[config.mk]
export PLATFORM = sky130hd
export DESIGN_NAME = ibex_mem_arbiter
export DESIGN_NICKNAME = d
export VERILOG_FILES = /design/src/rtl/ibex_mem_arbiter.sv
export SDC_FILE = /design/constraint.sdc
export NUM_CORES = 1
export LEC_CHECK = 0
export CAP_MARGIN = 20
export CORE_AREA = 10 10 137 139
export DETAILED_ROUTE_END_ITERATION = 16
export DIE_AREA = 0 0 147 149
export SLEW_MARGIN = 10
export SYNTH_ARGS = -nofsm -noshare
export SYNTH_HDL_FRONTEND = slang
export SYNTH_SLANG_ARGS = --single-unit
[constraint.sdc]
create_clock -name clk_i -period 1.65 [get_ports clk_i]
set_clock_uncertainty 0.05 [all_clocks]
set_input_delay 0.165 -clock clk_i [delete_from_list [all_inputs] [get_ports clk_i]]
set_output_delay 0.165 -clock clk_i [all_outputs]
set_load 0.01 [all_outputs]
[src/rtl/ibex_mem_arbiter.sv]
// Fetch/load-store arbiter and address decoder in front of a single-port SRAM and the hwreg block.
// Data wins by default; a fetch denied MAX_INSTR_STALL consecutive cycles is forced through.
// Responses return exactly one cycle after the grant, in order, one outstanding per port.
//
// Ports:
//   clk_i, rst_ni                     clock, asynchronous active-low reset
//   instr_req_i/addr_i                fetch request
//   instr_gnt/rvalid/rdata/err_o      fetch grant (same cycle) and response (next cycle)
//   data_req/we/be/addr/wdata_i       load/store request
//   data_gnt/rvalid/rdata/err_o       load/store grant and response
//   sram_*_o, sram_rdata_i            SRAM port, read data valid the cycle after sram_req_o
//   hwreg_*_o, hwreg_rdata_i          hwreg port, read data valid the cycle after hwreg_req_o
//   instr_stall_cnt_o                 saturating count of cycles with a denied fetch
module ibex_mem_arbiter #(
  parameter logic [31:0] MEM_START       = 32'h0000_0000,
  parameter int unsigned MEM_SIZE        = 262144,
  parameter logic [15:0] HWREG_BASE      = 16'hFF00,
  parameter int unsigned MAX_INSTR_STALL = 4
) (
  input  logic        clk_i,
  input  logic        rst_ni,
  input  logic        instr_req_i,
  input  logic [31:0] instr_addr_i,
  output logic        instr_gnt_o,
  output logic        instr_rvalid_o,
  output logic [31:0] instr_rdata_o,
  output logic        instr_err_o,
  input  logic        data_req_i,
  input  logic        data_we_i,
  input  logic [3:0]  data_be_i,
  input  logic [31:0] data_addr_i,
  input  logic [31:0] data_wdata_i,
  output logic        data_gnt_o,
  output logic        data_rvalid_o,
  output logic [31:0] data_rdata_o,
  output logic        data_err_o,
  output logic        sram_req_o,
  output logic        sram_we_o,
  output logic [3:0]  sram_be_o,
  output logic [31:0] sram_addr_o,
  output logic [31:0] sram_wdata_o,
  input  logic [31:0] sram_rdata_i,
  output logic        hwreg_req_o,
  output logic        hwreg_we_o,
  output logic [15:0] hwreg_addr_o,
  output logic [31:0] hwreg_wdata_o,
  input  logic [31:0] hwreg_rdata_i,
  output logic [15:0] instr_stall_cnt_o
);

  localparam logic [31:0] MemMask  = 32'(MEM_SIZE - 1);
  localparam int unsigned StarveW  = (MAX_INSTR_STALL > 0) ? $clog2(MAX_INSTR_STALL + 1) : 1;
  localparam logic [StarveW-1:0] StarveMax = StarveW'(MAX_INSTR_STALL);

  typedef enum logic [1:0] {TgtErr, TgtSram, TgtHwreg} tgt_e;

  logic               instr_sram_hit, data_sram_hit, data_hwreg_hit;
  logic               forced;
  logic [StarveW-1:0] starve_q, starve_d;
  logic [15:0]        stall_q, stall_d;
  logic               instr_valid_q, instr_valid_d, data_valid_q, data_valid_d;
  tgt_e               instr_tgt_q, instr_tgt_d, data_tgt_q, data_tgt_d;

  assign instr_sram_hit = (instr_addr_i & ~MemMask) == MEM_START;
  assign data_sram_hit  = (data_addr_i & ~MemMask) == MEM_START;
  assign data_hwreg_hit = data_addr_i[31:16] == HWREG_BASE;

  assign forced      = instr_req_i && (MAX_INSTR_STALL != 0) && (starve_q == StarveMax);
  assign data_gnt_o  = data_req_i && !forced;
  assign instr_gnt_o = instr_req_i && !data_gnt_o;

  always_comb begin
    sram_req_o    = 1'b0;
    sram_we_o     = 1'b0;
    sram_be_o     = 4'h0;
    sram_addr_o   = 32'h0;
    sram_wdata_o  = 32'h0;
    hwreg_req_o   = 1'b0;
    hwreg_we_o    = 1'b0;
    hwreg_addr_o  = 16'h0;
    hwreg_wdata_o = 32'h0;
    if (data_gnt_o) begin
      if (data_sram_hit) begin
        sram_req_o   = 1'b1;
        sram_we_o    = data_we_i;
        sram_be_o    = data_be_i;
        sram_addr_o  = data_addr_i;
        sram_wdata_o = data_wdata_i;
      end else if (data_hwreg_hit) begin
        hwreg_req_o   = 1'b1;
        hwreg_we_o    = data_we_i;
        hwreg_addr_o  = data_addr_i[15:0];
        hwreg_wdata_o = data_wdata_i;
      end
    end else if (instr_gnt_o && instr_sram_hit) begin
      // Fetches from hwreg space are non-executable and fall through to the error response.
      sram_req_o  = 1'b1;
      sram_be_o   = 4'hF;
      sram_addr_o = instr_addr_i;
    end
  end

  always_comb begin
    instr_valid_d = instr_gnt_o;
    data_valid_d  = data_gnt_o;
    instr_tgt_d   = (instr_gnt_o && instr_sram_hit) ? TgtSram : TgtErr;
    data_tgt_d    = TgtErr;
    if (data_gnt_o && data_sram_hit) begin
      data_tgt_d = TgtSram;
    end else if (data_gnt_o && data_hwreg_hit) begin
      data_tgt_d = TgtHwreg;
    end

    starve_d = starve_q;
    if (!instr_req_i || instr_gnt_o) begin
      starve_d = '0;
    end else if (starve_q != StarveMax) begin
      starve_d = starve_q + 1'b1;
    end

    stall_d = stall_q;
    if (instr_req_i && !instr_gnt_o && stall_q != 16'hFFFF) begin
      stall_d = stall_q + 16'd1;
    end
  end

  always_ff @(posedge clk_i or negedge rst_ni) begin
    if (!rst_ni) begin
      instr_valid_q <= 1'b0;
      data_valid_q  <= 1'b0;
      instr_tgt_q   <= TgtErr;
      data_tgt_q    <= TgtErr;
      starve_q      <= '0;
      stall_q       <= 16'h0;
    end else begin
      instr_valid_q <= instr_valid_d;
      data_valid_q  <= data_valid_d;
      instr_tgt_q   <= instr_tgt_d;
      data_tgt_q    <= data_tgt_d;
      starve_q      <= starve_d;
      stall_q       <= stall_d;
    end
  end

  // Target is TgtErr whenever no response is pending, so rdata reads 0 when idle.
  always_comb begin
    instr_rdata_o = 32'h0;
    data_rdata_o  = 32'h0;
    unique case (instr_tgt_q)
      TgtSram:  instr_rdata_o = sram_rdata_i;
      TgtHwreg: instr_rdata_o = hwreg_rdata_i;
      default:  instr_rdata_o = 32'h0;
    endcase
    unique case (data_tgt_q)
      TgtSram:  data_rdata_o = sram_rdata_i;
      TgtHwreg: data_rdata_o = hwreg_rdata_i;
      default:  data_rdata_o = 32'h0;
    endcase
  end

  assign instr_rvalid_o    = instr_valid_q;
  assign instr_err_o       = instr_valid_q && (instr_tgt_q == TgtErr);
  assign data_rvalid_o     = data_valid_q;
  assign data_err_o        = data_valid_q && (data_tgt_q == TgtErr);
  assign instr_stall_cnt_o = stall_q;

endmodule

Word-level counts from Yosys, hierarchy flattened
Cells that the tools add are included.

word-level totals
  input port bits = 169
  output and inout port bits = 206
  memories = 0
  latch bits = 0
  bits in registers = 24
  memory bits (read-only) = 0
  logic and storage cells = 68
  memory bits (writable) = 0

operators by class
  magnitude comparators = 0
  bitwise logic cells = 0
  add/sub/neg operators = 2
  $mul = 0
  shifts and indexed selects = 0
  reduce and logical (&&, ||, !) cells = 20
  divide/modulo/power cells = 0
  mux-type cells = 32
  equal/unequal tests = 8

operators by type and width
  cell                     number
  $mux W32                 8
  $pmux W32 S2             2
  $logic_not A32 Y1        2
  $mux W16                 3
  $add A16 B1 Y16 const B  1
  $eq A16 B16 Y1 const B   1
  $ne A16 B16 Y1 const B   1
  $mux W1                  12
  $mux W4                  3
  $logic_and A1 B1 Y1      10
  $mux W3                  2
  $logic_not A1 Y1         4
  $logic_not A2 Y1         2
  $mux W2                  2
  $add A3 B1 Y3 const B    1
  $eq A3 B3 Y1 const B     1
  $ne A3 B3 Y1 const B     1
  $eq A1 B2 Y1 const B     1
  $eq A2 B1 Y1 const B     1
  $eq A2 B2 Y1 const B     1
  $reduce_bool A2 Y1       1
  $eq A1 B1 Y1 const B     1
  $logic_or A1 B1 Y1       1

Depth between registers and ports, before layout
Gate-level depths: netlist of the first run.

  depth after elaboration = 9
  gate-level depth with buffers = 8
  gate-level depth less buffers = 6

Worst setup path before layout of the first run
Ideal clock, no wire load.

  kind = register -> output
  from = register starve_q[0]
  to = output sram_addr_o[10]
  data required time = 1.435 ns
  stages on the path, launching flop included = 9
  path slack = -0.216 ns
  path buffers = 2
  arrival time = 1.651 ns
  cell sequence = dfrtp_1 -> inv_1 -> ha_1 -> a21boi_2 -> nor2b_1 -> and4_1 -> buf_4 -> buf_6 -> a22o_1

on the way
  cells in the longest elaborated chain, start to end = 9

RTL lines
  what                    RTL line  text
  from (decl)             59        logic [StarveW-1:0] starve_q, starve_d;
  from (signal assigned)  140       starve_q <= starve_d;
  $eq A3 B3 Y1            68        assign forced = instr_req_i && (MAX_INSTR_STALL != 0) && (starve_q == StarveMax);
  $logic_and A1 B1 Y1     68
  $logic_not A1 Y1        69        assign data_gnt_o = data_req_i && !forced;
  $logic_and A1 B1 Y1     69
  $logic_not A1 Y1        70        assign instr_gnt_o = instr_req_i && !data_gnt_o;
  $logic_and A1 B1 Y1     70
  net instr_gnt_o         24        output logic instr_gnt_o,
  $logic_and A1 B1 Y1     95        end else if (instr_gnt_o && instr_sram_hit) begin
  $mux W32                95
  $mux W32                82        if (data_gnt_o) begin
  to (decl)               40        output logic [31:0] sram_addr_o,

The timed path passes the listed nets, and every way through them passes these cells.

Final worst setup path of the first run
  from = register starve_q[0]
  to = output hwreg_wdata_o[8]

on the way
  cells in the longest elaborated chain, start to end = 5

RTL lines
  what                 RTL line  text
  $eq A3 B3 Y1         68
  $logic_and A1 B1 Y1  68
  $logic_not A1 Y1     69
  $logic_and A1 B1 Y1  69
  $mux W32             82
  to (decl)            46        output logic [31:0] hwreg_wdata_o,

Every way passes these cells.

==> impl_metrics.csv, run 1 <==
group,metric,value,unit
cts,cts.clk_slew.worst_paths,0.07,ns
power_and_ir_drop,clockPowerShare,27.3,%
setup_path,rrSetupSlack,-0.42,ns
timing,max_clock_freq,0.391,GHz
place,place.gp.congestion,0.842,
routing,routed_wirelength,24000,um
setup_path,critPathBufInv,8,
logic_synthesis,synthSimpleGateAreaFrac,46.2,%
routing,drcViolationCount,0,
setup_path,critical_path.top_delay_family,"buffers and inverters",
setup_path,slowest_stage,"dfrtp_1",
cts,clk_latency,0.27,ns
timing,min_period,2.56,ns
routing,firstDrtPassIters,4,
logic_synthesis,ys_seq_elements,24,
power_and_ir_drop,comb_power_share,44.3,%
finish,synthToLayoutAreaGrowth,201,%
floorplanning,dieArea,21900,um^2
grt,antenna_found_initial,2,
place,place_area,7100,um^2
routing,ant_nets,0,
timing,hold_violations,0,
setup_path,start_kind,"flip-flop",
finish,drive_gt1_share,52.7,%
floorplanning,die_y,149,um
timing,slew_violations,0,
logic_synthesis,synth-edff-count,0,
logic_synthesis,yosys.area.top_type,"and2_1",
status,violations,"setup timing",
routing,drt_first_iter_violations,135,
logic_synthesis,yosys.cell_types.count,37,
floorplanning,coreArea,16200,um^2
logic_synthesis,synth-xor-area-share,3.05,%
logic_synthesis,synth-seq-area-share,20.9,%
finish,finalCoreUtilization,53.5,%
power_and_ir_drop,p_leak,3.89,nW
finish,fill_cells,1438,
routing,viasPerCell,4.51,
floorplanning,row_count,47,
timing,setup_tns,-82.51,ns
timing,setup_viol,157,
logic_synthesis,synth_area_leaders,"and2_1 (25%), dfrtp_1 (21%), a22oi_1 (8.4%)",
grt,grt_pass1_vias,5165,
power_and_ir_drop,p_per_area,306,nW/um^2
grt,grt_max_degree,29,
logic_synthesis,ys.flop_type,"dfrtp_1",
finish,final_net_count,1018,
logic_synthesis,synth_fa_ha_area_share,2.61,%
timing,rsz0062_at_grt,"yes",
logic_synthesis,synth_top_family_by_area,"simple AND/OR/NAND/NOR gates",
finish,final_cells,1064,
cts,ctsRootBufferMaster,"clkbuf_16",
logic_synthesis,yosysWarnings,0,
logic_synthesis,synth-compound-area-share,16.6,%
power_and_ir_drop,switching_share,29.1,%
min_path,min_path_type,"input port to asynchronous set/reset pin",
setup_path,cp_common_cell,"buf_6",
cts,cts_tree,"yes",
logic_synthesis,yosys-top-cells-count,"and2_1 (117), nor2b_1 (34), a22oi_1 (32), dfrtp_1 (24), a22o_1 (18)",
cts,htree_levels,1,
floorplanning,io_pins,375,
timing,layout_setup_ws,-0.908,ns
setup_path,crit_required,1.43,ns
timing,finalCritPeriodShare,155,%
logic_synthesis,synth_cells,367,
power_and_ir_drop,ir_drop,0.420,mV
logic_synthesis,avgSynthCellArea,7.83,um^2
logic_synthesis,synthMuxAreaShare,1.57,%
place,port_buffers,360,
power_and_ir_drop,intPower,1.88,mW
routing,wire_per_inst,22.5,um
logic_synthesis,async_flop_share,100,%
place,post-place-cells,966,
floorplanning,initial_utilization,17.8,%
run,cap_violations,0,
setup_path,critPathKind,"flip-flop to output port",
cts,clockBufferDepth,2,
logic_synthesis,synth_top_area_share,25.5,%
setup_path,path_max_fanout,6,
setup_path,max_stage_delay,0.38,ns
cts,cts_buffers,3,
floorplanning,die_w,147,um
setup_path,crit_chain,"inv_2, ha_4, nand3_4, nand4_1, buf_4, nor4_4, buf_6, buf_12, buf_8, buf_6, buf_6, and2_4, buf_6",
timing,worstMarginPinSlew,0.642,ns
status,status,"finished with violations",
cts,ctsHoldBuffers,0,
cts,clock_sinks,24,
grt,overflow,0,
place,place_hpwl,16900,um
place,dp_slack,-1.05,ns
power_and_ir_drop,p_sw,768,uW
finish,design_area,8650,um^2
power_and_ir_drop,seqPwrFrac,28.5,%
timing,slew_headroom,56.9,%
grt,grt_pass1_wl,32000,um
setup_path,arrival,2.34,ns
setup_path,crit_path_end_kind,"output port",
grt,grt_usage,18.4,%
logic_synthesis,yosysMostFrequentCell,"and2_1",
routing,dr_total_vias,4795,
logic_synthesis,syn_area,2870,um^2
-- state kept, by name (all words and copies together), names as in the netlist --
signal,cells
data_rvalid_o,1
data_tgt_q,2
instr_rvalid_o,1
instr_stall_cnt_o,16
instr_tgt_q,1
starve_q,3
-- power by group through the flow --
stage	Combinational (mW)	Clock, mW	Sequential (mW)
2_1_floorplan	0.205	0	0.802
3_3_place_gp	1.03	0	0.756
3_5_place_dp	1.05	0	0.759
4_1_cts	1.11	0.734	0.749
5_1_grt	1.25	0.746	0.764
6_report	1.17	0.721	0.752
-- cell type report --
cell class,instances,area (um^2),area share (%)
Inverter,6,27.5,0.318
Sequential cell,24,603,6.97
Multi-Input combinational cell,311,2720,31.4
Timing Repair Buffer,497,4920,56.9
Tap cell,220,275,3.18
Antenna cell,2,5.00,0.0579
Clock inverter,1,30.0,0.347
Clock buffer,3,75.1,0.868
-- layer usage --
layer,routed length (um),up-vias,track usage (%)
met1,8580,2284,18.8
li1,-,2206,-
met5,0,-,0
met4,466,0,4.16
met3,2240,26,7.25
met2,12700,279,34.7
-- cell usage in the layout (no fill, tap or decap), drive strengths merged, types with 8 or more instances in the layout --
cell type,netlist,final
clkdlybuf4s50,0,182
buf,21,262
nor2,13,13
xor2,8,8
a22oi,32,32
nor2b,34,34
nor4,9,9
nand4,8,8
dfrtp,24,24
clkdlybuf4s15,0,15
and2,117,117
nand2,9,9
conb,1,14
clkbuf,20,34
a22o,18,18
nor3,8,8
-- path summary, 6_finish.rpt --
check	from	cells past startpoint	end
hold reg to reg	instr_stall_cnt_o[7]	1	instr_stall_cnt_o[7]
max in group asynchronous	rst_ni	2	instr_stall_cnt_o[8]
hold / removal	rst_ni	2	instr_stall_cnt_o[13]
setup reg to reg	starve_q[0]	9	instr_stall_cnt_o[10]
min in group clk_i	instr_addr_i[23]	4	instr_tgt_q[0]
setup / recovery	starve_q[0]	13	hwreg_wdata_o[8]
-- cells by family after synthesis --
group	Yosys count
AND/OR/NAND/NOR	214
AO/OA/AOI/OAI	61
buffers and inverters	47
flip-flops	24
XOR/XNOR	10
adder cells (fa/ha/maj)	6
multiplexers	4
other	1
-- through the flow --
step	hold slack (ns)	power, mW
2_1_floorplan	-0.181	1.01
3_3_place_gp	0.460	1.79
3_5_place_dp	0.455	1.81
4_1_cts	0.227	2.59
5_1_grt	0.247	2.76
6_report	0.219	2.64
-- worst reg2reg max path: stages (launching register included) --
cell,delay [ns]
dfrtp_1,0.38
inv_2,0.06
ha_4,0.16
buf_4,0.13
buf_6,0.11
a21boi_4,0.17
buf_6,0.16
nand4_1,0.22
nor2_1,0.21
mux2_4,0.31
-- what timing repair did --
item | 4_1_cts | 5_1_grt
resized for setup | 622 | 342
endpoints found under the setup margin | 188 | 186
pin swaps | 18 | 77
gates cloned | 9 | 11
setup buffers | 45 | 44
No activity file was read; power rests on OpenSTA's default activity.
==> run 2, diff against run 1 <==
- CORE_AREA: 10 10 137 139 -> 10 10 136 138
- DIE_AREA: 0 0 147 149 -> 0 0 146 148
- PLACE_DENSITY: unset -> 0.71
- clock period: 1.65 -> 3.2 ns (I/O delays scaled with it)
==> run 2 against run 1 <==
The flow now finishes without violations. Sequential share of layout area is 1.9 points higher. Worst hold slack better by 0.17 ns. Register-to-register slack better by 1.8 ns. Combinational power is 62% lower. Core utilization is 10 points lower. Clock-buffer cell count is 1 higher. Sequential power is 47% lower. Die area is 1.3% lower. Sequential cell count stayed put. Critical path type is now input port to output port. Critical endpoint is now hwreg_wdata_o[16].
==> impl_metrics.csv, run 2 (synthesized netlist as in run 1, its figures left out) <==
group,metric,value,unit
status,status,"completed",
place,place.gp.congestion,0.811,
timing,finalCritPeriodShare,93.2,%
routing,firstDrtPassIters,4,
finish,final_net_count,891,
timing,fin_hold_ws,0.388,ns
floorplanning,die_w,146,um
setup_path,arrival,2.61,ns
place,place_hpwl,16400,um
routing,drcViolationCount,0,
finish,drive_gt1_share,4.06,%
routing,ant_nets,0,
run,cap_violations,0,
setup_path,worstRegToRegCells,5,
cts,ctsRootBufferMaster,"clkbuf_16",
routing,dr_total_vias,4064,
setup_path,start_kind,"input port",
setup_path,crit_required,2.83,ns
floorplanning,row_count,46,
setup_path,rrSetupSlack,1.33,ns
timing,setup_viol,0,
setup_path,crit_path_end_kind,"output port",
routing,viasPerCell,4.36,
cts,clk_latency,0.26,ns
cts,clockBufferDepth,2,
setup_path,startpoint,"data_addr_i[19]",
min_path,min_path_type,"input port to asynchronous set/reset pin",
cts,cts_tree,"yes",
place,dp_slack,0.150,ns
setup_path,r2r-end,"instr_stall_cnt_o[1]",
finish,design_area,6790,um^2
timing,worstMarginPinSlew,0.597,ns
power_and_ir_drop,intPower,828,uW
finish,final_cell_mix,"clkdlybuf4s50_1 (358), and2_1 (117), nor2b_1 (34)",
grt,grt_usage,16.0,%
timing,layout_setup_ws,0.218,ns
power_and_ir_drop,comb_power_share,39.2,%
grt,overflow,0,
grt,grt_pass1_wl,27400,um
timing,min_period,2.98,ns
grt,grt_max_degree,51,
setup_path,reg2reg_from,"instr_stall_cnt_o[0]",
finish,synthToLayoutAreaGrowth,136,%
floorplanning,io_pins,375,
floorplanning,die_y,148,um
place,place_area,6690,um^2
power_and_ir_drop,clockPowerShare,25.9,%
routing,wire_per_inst,20.4,um
cts,clock_sinks,24,
setup_path,path_max_fanout,50,
place,port_buffers,360,
floorplanning,dieArea,21600,um^2
power_and_ir_drop,ir_drop,0.228,mV
grt,grt_pass1_vias,4213,
power_and_ir_drop,p_sw,320,uW
finish,final_common_cell,"clkdlybuf4s50_1",
cts,cts.clk_slew.worst_paths,0.06,ns
timing,max_clock_freq,0.335,GHz
routing,routed_wirelength,19000,um
finish,largest_register_ffs,16,
power_and_ir_drop,switching_share,27.9,%
power_and_ir_drop,p_per_area,169,nW/um^2
setup_path,critPathKind,"input port to output port",
timing,rsz0062_at_grt,"no",
cts,cts_buffers,3,
power_and_ir_drop,seqPwrFrac,34.9,%
grt,antenna_found_initial,1,
floorplanning,coreArea,15700,um^2
timing,setup_tns,0,ns
timing,slew_violations,0,
power_and_ir_drop,p_leak,2.56,nW
timing,slew_headroom,60.1,%
floorplanning,initial_utilization,18.3,%
routing,drt_first_iter_violations,135,
timing,hold_violations,0,
power_and_ir_drop,power,1.15,mW
cts,htree_levels,1,
[run 2: changes by cell type in the layout (fill, tap and decap cells not counted), sizes merged]
cell / before / now
dlygate4sd2: 4 / 0
dlymetal6s2s: 2 / 0
buf: 262 / 14
bufbuf: 1 / 0
and4: 5 / 3
clkdlybuf4s15: 15 / 0
bufinv: 1 / 0
clkdlybuf4s50: 182 / 358
diode: 2 / 1
clkbuf: 34 / 4
[run 2: timing repair]
item,CTS,global route
endpoints found under the setup margin,0,10
resized for setup,0,0
hold buffers,0,0
buffers inserted,0,1
[run 2: worst max path at each step]
stage	end	cells past startpoint
floorplan	sram_addr_o[10]	8
global placement	hwreg_wdata_o[16]	7
detailed placement	hwreg_wdata_o[20]	7
CTS	hwreg_wdata_o[16]	7
global route	hwreg_addr_o[13]	8
finish	hwreg_wdata_o[16]	8
[run 2: power groups by stage]
stage	combinational (mW)	clock (mW)	sequential [mW]
final	0.450	0.298	0.401
after CTS	0.454	0.304	0.401
after global placement	0.443	0	0.405
after global routing	0.487	0.317	0.408
after floorplan	0.0996	0	0.411
after detailed placement	0.452	0	0.407
[run 2: per-stage QoR]
step / instances / util (%)
after floorplan: 380 / -
after global placement: 925 / 42.5
after detailed placement: 926 / 42.6
after CTS: 930 / 43.1
after global routing: 932 / 43.2
final: 932 / 43.2
[run 2: routing by layer]
| metal | vias to the layer above | global-route usage (%) | routed length [um] | part of all wire [%] |
|---|---|---|---|---|
| li1 | 1932 | - | - | - |
| met1 | 1864 | 18.4 | 7650 | 40 |
| met2 | 252 | 27.8 | 9210 | 48 |
| met3 | 16 | 6.11 | 1870 | 9.8 |
| met4 | 0 | 2.80 | 284 | 1.5 |
| met5 | - | 0 | 0 | 0 |
[run 2: area by class of cell]
cell class,count,area [um^2]
Inverter,6,22.5
Timing Repair Buffer,372,3730
Sequential cell,24,601
Clock buffer,4,88.8
Tap cell,216,270
Antenna cell,1,2.50
Multi-Input combinational cell,309,2070
Fill cell,1572,8920
[run 2: critical path, cell delays in order]
cell	delay [ns]
clkdlybuf4s50_1	0.42
nor4_1	0.27
nand4_1	0.13
buf_4	0.17
nor4_4	0.32
buf_12	0.25
and2_1	0.16
clkdlybuf4s50_1	0.57
==> run 3, diff against run 2 <==
- ABC_AREA: unset -> 1
- CORE_AREA: 10 10 136 138 -> 10 10 138 140
- DIE_AREA: 0 0 146 148 -> 0 0 148 150
==> run 3 against run 2 <==
Register-to-register slack gained 0.13 ns. Worst setup slack better by 0.077 ns. First-iteration DRC count up 63%. Combinational power rose by 2%. Sequential power shrank 3%. Wire length up 2.2%. Worst hold slack worse by 0.017 ns. Highest routed layer unchanged. Clock power up 20%. Synthesized cell count grew 65%. Die area rose by 2.7%. Power up 4.9%. Largest power group unchanged. Critical path depth is 3 lower.
==> impl_metrics.csv, run 3 <==
group,metric,value,unit
status,status,"completed",
setup_path,crit_chain,"inv_1, ha_1, inv_1, a21oi_1, clkdlybuf4s50_1",
place,place_hpwl,16900,um
routing,dr_total_vias,4823,
grt,grt_max_degree,40,
cts,ctsHoldBuffers,0,
timing,finalCritPeriodShare,90.8,%
finish,final_cells,1172,
setup_path,startpoint,"data_tgt_q[0]",
logic_synthesis,async_flop_share,100,%
setup_path,slowest_stage,"inv_1",
power_and_ir_drop,ir_drop,0.265,mV
timing,setup_viol,0,
cts,post_cts_buffers,0,
floorplanning,die_y,150,um
finish,finalCoreUtilization,42.9,%
timing,layout_setup_ws,0.295,ns
floorplanning,coreArea,16300,um^2
finish,synthToLayoutAreaGrowth,122,%
logic_synthesis,yosys.area.top_type,"nand2_1",
grt,antenna_found_initial,0,
setup_path,critPathKind,"flip-flop to output port",
logic_synthesis,yosys.cell_types.count,29,
timing,rsz0062_at_grt,"no",
timing,setup_tns,0,ns
timing,hold_violations,0,
timing,fin_hold_ws,0.371,ns
setup_path,path_max_fanout,32,
cts,htree_levels,1,
finish,antenna-diode-count,0,
timing,slew_headroom,29.0,%
finish,drive_gt1_share,3.57,%
place,place.gp.congestion,0.836,
logic_synthesis,ys_seq_elements,24,
setup_path,arrival,2.53,ns
logic_synthesis,synth_top_area_share,26.2,%
finish,final_common_cell,"clkdlybuf4s50_1",
timing,worstMarginPinSlew,1.06,ns
cts,cts.clk_slew.worst_paths,0.07,ns
grt,grt_pass1_wl,28500,um
setup_path,crit_required,2.83,ns
logic_synthesis,ys.flop_type,"dfrtp_1",
floorplanning,die_w,148,um
setup_path,rrSetupSlack,1.46,ns
setup_path,worstRegToRegCells,8,
cts,ctsRootBufferMaster,"clkbuf_16",
power_and_ir_drop,p_leak,3.20,nW
logic_synthesis,synth_area_leaders,"nand2_1 (26%), dfrtp_1 (19%), nor2_1 (14%)",
routing,ant_nets,0,
setup_path,r2r-end,"instr_stall_cnt_o[3]",
run,cap_violations,0,
setup_path,start_kind,"flip-flop",
cts,cts_tree,"yes",
timing,max_clock_freq,0.344,GHz
finish,final_net_count,1128,
cts,ctsResizeCount,0,
logic_synthesis,synth-seq-area-share,19.0,%
logic_synthesis,yosysMostFrequentCell,"nand2_1",
logic_synthesis,yosysWarnings,0,
routing,viasPerCell,4.12,
setup_path,reg2reg_from,"instr_stall_cnt_o[0]",
setup_path,max_stage_delay,0.77,ns
floorplanning,dieArea,22200,um^2
floorplanning,io_pins,375,
timing,slew_violations,0,
min_path,min_path_type,"input port to asynchronous set/reset pin",
place,port_buffers,360,
grt,overflow,0,
power_and_ir_drop,p_per_area,172,nW/um^2
floorplanning,initial_utilization,19.3,%
routing,firstDrtPassIters,5,
finish,final_cell_mix,"clkdlybuf4s50_1 (360), nand2_1 (220), nor2_1 (119)",
routing,wire_per_inst,16.6,um
logic_synthesis,synth_cells,607,
place,dp_slack,0.371,ns
logic_synthesis,yosys-top-cells-count,"nand2_1 (220), nor2_1 (119), inv_1 (110), a21oi_1 (32), dfrtp_1 (24)",
cts,clk_latency,0.26,ns
timing,min_period,2.90,ns
routing,drt_first_iter_violations,220,
cts,clock_sinks,24,
logic_synthesis,syn_area,3160,um^2
grt,grt_usage,16.0,%
logic_synthesis,avgSynthCellArea,5.20,um^2
grt,grt_pass1_vias,4802,
routing,drcViolationCount,0,
cts,clockBufferDepth,2,
routing,routed_wirelength,19400,um
cts,cts_buffers,3,
floorplanning,row_count,47,
place,post-place-cells,1168,
setup_path,cp_common_cell,"inv_1",
finish,largest_register_ffs,16,
setup_path,crit_path_end_kind,"output port",
logic_synthesis,synth-edff-count,0,
## run 3: changes by cell type after synthesis, moves of 32 or more
cell | before | now
and2_1 | 117 | 0
nor2b_1 | 34 | 0
nand2_1 | 9 | 220
a22oi_1 | 32 | 0
nor2_1 | 13 | 119
inv_1 | 6 | 110
## run 3: worst max-delay path by stage
stage,endpoint,slack [ns]
global placement,sram_addr_o[8],0.38
detailed placement,sram_addr_o[8],0.37
floorplan,sram_wdata_o[22],1.40
global route,data_rdata_o[24],0.17
CTS,data_rdata_o[24],0.30
finish,data_rdata_o[1],0.30
## run 3: per-stage QoR
stage	area [um^2]	power (mW)
final	7020	1.20
after global routing	7020	1.27
after CTS	7020	1.22
after detailed placement	6910	0.854
after global placement	6910	0.848
after floorplan	3200	0.533
## run 3: power by group
part	switching, mW	total [mW]	internal (mW)
combinational	0.170	0.459	0.289
clock	0.110	0.359	0.249
sequential	0.0494	0.387	0.338
## run 3: layout make-up
| type | count | area, um^2 |
|---|---|---|
| sequential | 24 | 601 |
| tap | 220 | 275 |
| inverter | 114 | 430 |
| clock buffer | 3 | 75.1 |
| fill | 1693 | 9330 |
| clock inverter | 1 | 30.0 |
| timing repair buffer | 368 | 3680 |
| multi-input combinational | 442 | 1930 |
## run 3: cells by family (layout without fill, tap and decap cells)
family                     after synthesis  count (layout)  share of synthesized area (%)
DFF                                     24              24                           19.0
buffers and inverters                  154             486                           21.5
adders and majority gates                6               6                           2.38
and+or+nand+nor                        366             366                           46.6
other                                    1              14                          0.119
xor gates and xnor gates                 6               6                           1.67
AOI/OAI and AO/OA                       50              50                           8.76
## run 3: per-layer routing
metal  GRT usage, %  routed length (um)
met5              0                   0
met2           28.4                9510
met3           7.00                2350
met4           3.17                 320
met1           17.3                7250
## run 3: critical path, delay by kind of cell, from the launching register on
family                   cells  cell delay (ns)
AO/OA/AOI/OAI                1             0.15
flip-flops                   1             0.40
adder cells (fa/ha/maj)      1             0.29
buffers and inverters        3             1.41
